===== src/rtl/serial_adder_pkg.sv =====
// Shared definitions for the bit-serial adder: FSM encoding, default width,
// and the bit-counter sizing helper.
package serial_adder_pkg;

  typedef enum logic [1:0] {
    IDLE = 2'd0,
    RUN  = 2'd1,
    DONE = 2'd2
  } state_e;

  localparam int DEFAULT_WIDTH = 8;

  // Counter must hold WIDTH itself so the last RUN increment never wraps.
  function automatic int cnt_bits(input int width);
    return $clog2(width + 1);
  endfunction

endpackage


===== src/rtl/fullAdder.sv =====
// Single-bit full-adder cell used by the serial datapath.
module fullAdder (
  input  logic a,
  input  logic b,
  input  logic cin,
  output logic s,
  output logic cout
);

  logic p;

  assign p    = a ^ b;
  assign s    = p ^ cin;
  assign cout = (a & b) | (cin & p);

endmodule


===== src/rtl/serial_adder.sv =====
// Bit-serial adder: one full-adder cell processes one operand bit per RUN
// cycle, LSB first; the registered result appears for one DONE cycle.
//
// Handshake: an operation is accepted on a rising edge where start=1 and the
// block is IDLE (and not on the first edge after reset release); done is a
// one-cycle Moore pulse, busy covers RUN and DONE, and start is ignored while busy.
module serial_adder
  import serial_adder_pkg::*;
#(
  parameter int WIDTH = DEFAULT_WIDTH
) (
  input  logic             clk,
  input  logic             rst,
  input  logic             start,
  input  logic [WIDTH-1:0] a,
  input  logic [WIDTH-1:0] b,
  input  logic             cin,
  output logic             busy,
  output logic             done,
  output logic [WIDTH-1:0] sum,
  output logic             cout,
  output logic [1:0]       dbg_state
);

  localparam int               CW   = cnt_bits(WIDTH);
  localparam logic [CW-1:0]    LAST = CW'(WIDTH - 1);
  localparam logic [CW-1:0]    ONE  = CW'(1);

  state_e           state_q, state_d;
  logic [WIDTH-1:0] a_q, a_d;
  logic [WIDTH-1:0] b_q, b_d;
  logic [WIDTH-1:0] res_q, res_d;
  logic [WIDTH-1:0] sum_q, sum_d;
  logic             carry_q, carry_d;
  logic             cout_q, cout_d;
  logic [CW-1:0]    cnt_q, cnt_d;
  logic             armed_q;
  logic             fa_s, fa_c;

  fullAdder u_fa (
    .a    (a_q[0]),
    .b    (b_q[0]),
    .cin  (carry_q),
    .s    (fa_s),
    .cout (fa_c)
  );

  // armed_q blocks acceptance on the first edge after reset release.
  always_ff @(posedge clk or posedge rst) begin
    if (rst) begin
      state_q <= IDLE;
      a_q     <= '0;
      b_q     <= '0;
      res_q   <= '0;
      sum_q   <= '0;
      carry_q <= 1'b0;
      cout_q  <= 1'b0;
      cnt_q   <= '0;
      armed_q <= 1'b0;
    end else begin
      state_q <= state_d;
      a_q     <= a_d;
      b_q     <= b_d;
      res_q   <= res_d;
      sum_q   <= sum_d;
      carry_q <= carry_d;
      cout_q  <= cout_d;
      cnt_q   <= cnt_d;
      armed_q <= 1'b1;
    end
  end

  always_comb begin
    state_d = state_q;
    a_d     = a_q;
    b_d     = b_q;
    res_d   = res_q;
    sum_d   = sum_q;
    carry_d = carry_q;
    cout_d  = cout_q;
    cnt_d   = cnt_q;
    case (state_q)
      IDLE: begin
        if (start && armed_q) begin
          a_d     = a;
          b_d     = b;
          carry_d = cin;
          res_d   = '0;
          cnt_d   = '0;
          state_d = RUN;
        end
      end
      RUN: begin
        a_d     = {1'b0, a_q[WIDTH-1:1]};
        b_d     = {1'b0, b_q[WIDTH-1:1]};
        res_d   = {fa_s, res_q[WIDTH-1:1]};
        carry_d = fa_c;
        cnt_d   = cnt_q + ONE;
        // sum/cout update only on the final bit so partial results never show.
        if (cnt_q == LAST) begin
          sum_d   = res_d;
          cout_d  = fa_c;
          state_d = DONE;
        end
      end
      DONE: begin
        state_d = IDLE;
      end
      default: begin
        state_d = IDLE;
      end
    endcase
  end

  always_comb begin
    busy      = (state_q == RUN) || (state_q == DONE);
    done      = (state_q == DONE);
    sum       = sum_q;
    cout      = cout_q;
    dbg_state = state_q;
  end

endmodule


===== config.mk =====
export PLATFORM = sky130hd
export DESIGN_NAME = serial_adder
export DESIGN_NICKNAME = d
export VERILOG_FILES = /design/src/rtl/serial_adder_pkg.sv /design/src/rtl/fullAdder.sv /design/src/rtl/serial_adder.sv
export SDC_FILE = /design/constraint.sdc
export NUM_CORES = 1
export LEC_CHECK = 0
export ABC_AREA = 1
export CAP_MARGIN = 20
export CORE_MARGIN = 3
export CORE_UTILIZATION = 56
export CTS_CLUSTER_SIZE = 25
export DETAILED_ROUTE_END_ITERATION = 8
export PLACE_DENSITY_LB_ADDON = 0.15
export RECOVER_POWER = 100
export SLEW_MARGIN = 0
export SYNTH_ARGS = -nofsm -noshare
export SYNTH_HDL_FRONTEND = slang
export SYNTH_HIERARCHICAL = 1
export SYNTH_SLANG_ARGS = --single-unit
export TNS_END_PERCENT = 100

===== constraint.sdc =====
create_clock -name clk -period 3.2 [get_ports clk]
set_input_delay 0.48 -clock clk [delete_from_list [all_inputs] [get_ports clk]]
set_output_delay 0.48 -clock clk [all_outputs]
set_load 0.01 [all_outputs]

# After elaboration in Yosys (flattened, before gate mapping)

Index checks and enable logic that the tools add are counted.

Reduce and logical (&&, ||, !) cells: 7
Mux-type cells: 13
Bitwise operators: 5
$add $sub $neg: 1
Equality and inequality tests: 5

Operator list:

| cell                | count |
|---|---|
| $pmux 8 s2          | 3 |
| $mux 8              | 3 |
| $pmux 4 s2          | 1 |
| $reduce_and 2->1    | 3 |
| $add 4x1->4 const B | 1 |
| $eq 4x3->1 const B  | 1 |
| $mux 2              | 2 |
| $mux 4              | 1 |
| $ne 2x2->1 const B  | 2 |
| $pmux 2 s2          | 1 |
| $and 1x1->1         | 2 |
| $eq 2x1->1 const B  | 1 |
| $eq 2x2->1 const B  | 1 |
| $logic_not 2->1     | 1 |
| $pmux 1 s2          | 1 |
| $reduce_bool 2->1   | 1 |
| $xor 1x1->1         | 2 |
| $logic_and 1x1->1   | 1 |
| $logic_or 1x1->1    | 1 |
| $mux 1              | 1 |
| $or 1x1->1          | 1 |

Bits in registers: 41
Word-level logic and storage cells: 40

# Longest topological paths before layout

Word-level depth: 4
Gate-level depth with buffers: 9
Depth with buffers taken out: 8

# Cells and area by module

The synthesis kept the hierarchy.

By module, submodules not included:

| module       | sequential area each (sq um) | times used | cells an instance | area an instance (sq um) |
|---|---|---|---|---|
| serial_adder | 1,001.0                      | 1          | 209               | 1,906.8 |
| fullAdder    | 0.0                          | 1          | 1                 | 20.0 |

# Worst setup path after synthesis

Ideal clock, no wire load.

Kind: reg2reg
From: register state_q[1] (netlist: dbg_state[1])
To: register cnt_q[3]
Buffers on the path: 2
Arrival time: 1.243 ns
Clock period less this slack: 1.362 ns
Data required time: 3.081 ns
Stages on the path, launching flop included: 9
Setup slack: 1.838 ns
Library setup time: 0.119 ns
Path through: dfrtp_1 -> inv_1 -> ha_1 -> buf_6 -> nand2_4 -> nand2_4 -> buf_6 -> a21oi_1 -> nor2_1

Longest elaborated chain between the ends: 3
Elaborated cells between the ends (all ways): 6
Classes of those cells: 2 x eq/ne; 1 x mux; 3 x reduce/logical

RTL lines:

| what                                                      | line               | text |
|---|---|---|
| from (decl)                                               | serial_adder.sv:29 | `state_e state_q, state_d;` |
| from (signal assigned)                                    | serial_adder.sv:61 | `state_q <= state_d;` |
| $eq 2x1->1 or $logic_not 2->1 (tied branches)             | serial_adder.sv:82 | `case (state_q)` |
| $reduce_bool 2->1 (no line) or $ne 2x2->1 (tied branches) | --                 |  |
| $reduce_and 2->1 (no line)                                | --                 |  |
| to (signal assigned)                                      | serial_adder.sv:68 | `cnt_q <= cnt_d;` |
| to (decl)                                                 | serial_adder.sv:36 | `logic [CW-1:0] cnt_q, cnt_d;` |

Several ways; a longest one is shown, not always the timed one.
A chain may end at the register's enable or synchronous reset.

# Worst setup path in the final report

From: register state_q[1] (netlist: dbg_state[1])
To: register b_q[2]

Longest elaborated chain between the ends: 3
Elaborated cells between the ends (all ways): 6
Classes of those cells: 2 x eq/ne; 1 x mux; 3 x reduce/logical

RTL lines:

| what                                                      | line               | text |
|---|---|---|
| $eq 2x1->1 or $logic_not 2->1 (tied branches)             | serial_adder.sv:82 |  |
| $reduce_bool 2->1 (no line) or $ne 2x2->1 (tied branches) | --                 |  |
| $reduce_and 2->1 (no line)                                | --                 |  |
| to (signal assigned)                                      | serial_adder.sv:53 | `b_q <= '0;` |
| to (signal assigned)                                      | serial_adder.sv:63 | `b_q <= b_d;` |
| to (decl)                                                 | serial_adder.sv:31 | `logic [WIDTH-1:0] b_q, b_d;` |

Several ways; a longest one is shown, not always the timed one.

==> impl_metrics.ini <==
[critical_path]
critical_path_class = flop to flop
r2r-end = b_q[2]$_DFFE_PP0P_
cp-start-kind = flop
crit_start = dbg_state[1]$_DFFE_PP0P_
critPathArrivalTime_ps = 2490
required_ps = 3430
critical_path.max_stage_delay_ps = 530
reg2regPathDepth = 8
crit_fanout = 24
r2r_slack_ps = 940
r2r_start = dbg_state[1]$_DFFE_PP0P_
path_cells = inv_1 > ha_1 > clkbuf_1 > inv_1 > nand2_1 > o21ai_0 > nand2_1 > o21ai_0
cpMaxStageDelayCell = clkbuf_1
critPathCaptureType = flop

[clock_network]
clockBufferDepth = 2
cts_buffers = 5
clock-sinks = 40
root_buffer = clkbuf_4
clk_pin_slew_worst_paths_ps = 120
clk_latency_ps = 350
hold_buffers = 0
cts_tree = yes
htreeDepth = 2
cts_setup_buffers = 0
cts_resized = 0

[detailed_routing]
drt-initial-drc-count = 66
drc = 0
drt_pass1_iterations = 4
detail_route.wl_per_cell_microns = 11.51
routed_wl_microns = 3303
num_vias = 1389
antenna_left = 0
viasPerCell = 4.840

[logic_synthesis]
yosysUniqueCellTypes = 22
synth_edf_count = 0
synth_top_family_by_area = simple AND/OR/NAND/NOR gates
synth_area_leaders = dfrtp_1 52%, nand2_1 12%, o21ai_2 5.5%
synth_top_cell_by_area = dfrtp_1
synthAdderAreaFrac_pct = 4.286
synth_top_cell_area_share_pct = 51.95
synth_flop_cell = dfrtp_1
synth-seq-cells = 40
yosysMostFrequentCell = nand2_1
synth-simple-area-share_pct = 18.18
synth-compound-area-share_pct = 15.00
netlist_instances = 210
synth_commonest_cells = 63 x nand2_1, 40 x dfrtp_1, 27 x inv_1
synth_nets = 236
synth.avg_cell_area_sq_um = 9.175
ys_seq_area_share_pct = 51.95
synthMuxAreaShare_pct = 0
yosysWarningCount = 6
synthXorXnorAreaFrac_pct = 0
syn_area_sq_um = 1927
async_reset_ff_share_pct = 100.0

[timing]
setup_tns_ps = 0
fmax_mhz = 442.2
fin_crit_sh_pct = 70.68
slew_viol_final = 0
tightestPinTransition_ps = 697.5
hold_ws_ps = 490.9
grt_setup_unrepaired = false
maxSlewHeadroom_pct = 53.50
setup_viol = 0
fin_crit_ps = 2262
layout_setup_ws_ps = 938.3
skew_ps = 8.413
hold_viol = 0

[power]
p_leak_nw = 1.123
power_per_cell_area_nw_per_um2 = 817.1
seqPwrFrac_pct = 41.2
intPower_mw = 1.128
power_frac_clock_pct = 18.0
swShare_pct = 38.92
power_switching_mw = 0.7189
comb_power_share_pct = 40.9
max-vdd-ir-drop_v = 0.0005381

[global_route]
antenna_found_initial = 0
grtUsageTotal_pct = 18.05
grt_pass1_wl_microns = 5754
overflow = 0
first_global_vias = 1323
grt_start_max_net_pins = 42

[worst_hold_path]
holdPathStages = 2
min_path_type = flop to flop
min_from = cout$_DFFE_PP0P_
hold_end = cout$_DFFE_PP0P_

[placed_design]
dp_slack_ps = 1224
hpwlAfterDp_microns = 2355
globalplace.congestion = 0.7513
portBuffers = 32

[floorplan]
die_x_microns = 64.66
rows = 20
num_io_pins = 33
coreArea_sq_um = 3178
initial_utilization_pct = 60.63
fp.dieH_microns = 64.66
dieArea_sq_um = 4181

[finish]
fillers = 268
drive_above_1_share_pct = 7.819
fin_util_pct = 71.14
area_delta_synth_final_pct = 17.34
multi_input_comb_area_sq_um = 688.2
nets = 268
n_antenna_cell = 0
final-seq-area_sq_um = 1001

[run]
max-cap-violations = 0

[outcome]
status = completed
==> metrics by stage <==
| stage | cells | total power [mW] | instance area, sq um |
|---|---|---|---|
| 4_1_cts | 287 | 1.933 | 2302 |
| 3_5_place_dp | 279 | 1.602 | 2222 |
| 2_1_floorplan | 210 | 1.449 | 1927 |
| 5_1_grt | 287 | 2.019 | 2261 |
| 6_report | 287 | 1.847 | 2261 |
| 3_3_place_gp | 279 | 1.558 | 2222 |
==> worst max-delay path, delay by kind of cell, from the launching register on <==
kind / cells / cell delay, ps
AO/OA/AOI/OAI: 2 / 180
adder cells (fa/ha/maj): 1 / 150
buffers and inverters: 3 / 1140
flip-flops: 1 / 420
AND/OR/NAND/NOR: 2 / 230
==> cells in the final DEF (no fill, tap or decap) <==
cell type | netlist | layout
o21a_1 | 1 | 1
conb_1 | 1 | 1
buf_4 | 0 | 1
nand3_1 | 7 | 7
o22ai_1 | 7 | 7
inv_1 | 27 | 28
dlygate4sd3_1 | 0 | 14
clkbuf_1 | 0 | 1
clkinvlp_4 | 0 | 1
ha_1 | 5 | 5
fa_1 | 1 | 1
o21ai_0 | 14 | 29
clkinv_2 | 0 | 1
clkbuf_4 | 0 | 5
dfrtp_1 | 40 | 40
o211ai_1 | 3 | 3
a21oi_1 | 1 | 1
nand2_1 | 63 | 64
nor2_1 | 4 | 4
bufinv_16 | 0 | 1
nand2_2 | 2 | 2
or2_2 | 1 | 1
clkdlybuf4s50_1 | 0 | 18
o21ai_2 | 12 | 4
nand2_4 | 3 | 2
nor2_4 | 1 | 1
==> worst max path at each step <==
stage / endpoint / slack [ps]
2_1_floorplan: a_q[0]$_DFFE_PP0P_ / 1800
3_3_place_gp: cnt_q[0]$_DFFE_PP0P_ / 1310
3_5_place_dp: cnt_q[0]$_DFFE_PP0P_ / 1220
4_1_cts: busy / 1060
5_1_grt: b_q[1]$_DFFE_PP0P_ / 580
6_report: b_q[2]$_DFFE_PP0P_ / 940
==> routing by layer <==
| layer | share of wire (%) | track usage, % | vias to the layer above |
|---|---|---|---|
| li1 | - | - | 727 |
| met1 | 46 | 22.63 | 629 |
| met2 | 48 | 29.12 | 26 |
| met3 | 4.8 | 6.239 | 7 |
| met4 | 1.9 | 6.332 | 0 |
| met5 | 0 | 0 | - |
==> flip-flops by register name (all words and copies together), names as in the netlist <==
register,flops
a_q,8
b_q,8
sum,8
res_q,7
cnt_q,4
dbg_state,2
armed_q,1
carry_q,1
cout,1
==> cells by family after synthesis <==
logic type      count (synthesis)
compound gates                 45
fa+ha+maj                       6
buf+inv                        37
flops                          40
other cells                     1
simple gates                   81
==> power groups by stage <==
stage	logic (mW)	registers [mW]	clock network (mW)
6_report	0.755	0.761	0.332
5_1_grt	0.873	0.784	0.362
4_1_cts	0.829	0.763	0.341
3_5_place_dp	0.828	0.774	0
3_3_place_gp	0.790	0.768	0
2_1_floorplan	0.676	0.773	0
==> area by class of cell <==
cell class,count,share of cell area (%)
flip-flops and latches,40,44.27
repair buffers,34,14.67
clock buffers,5,1.660
clock inverters,3,1.882
multi-input cells,133,30.44
well taps,44,2.435
inverters,28,4.649
No activity file was read; power rests on OpenSTA's default activity.
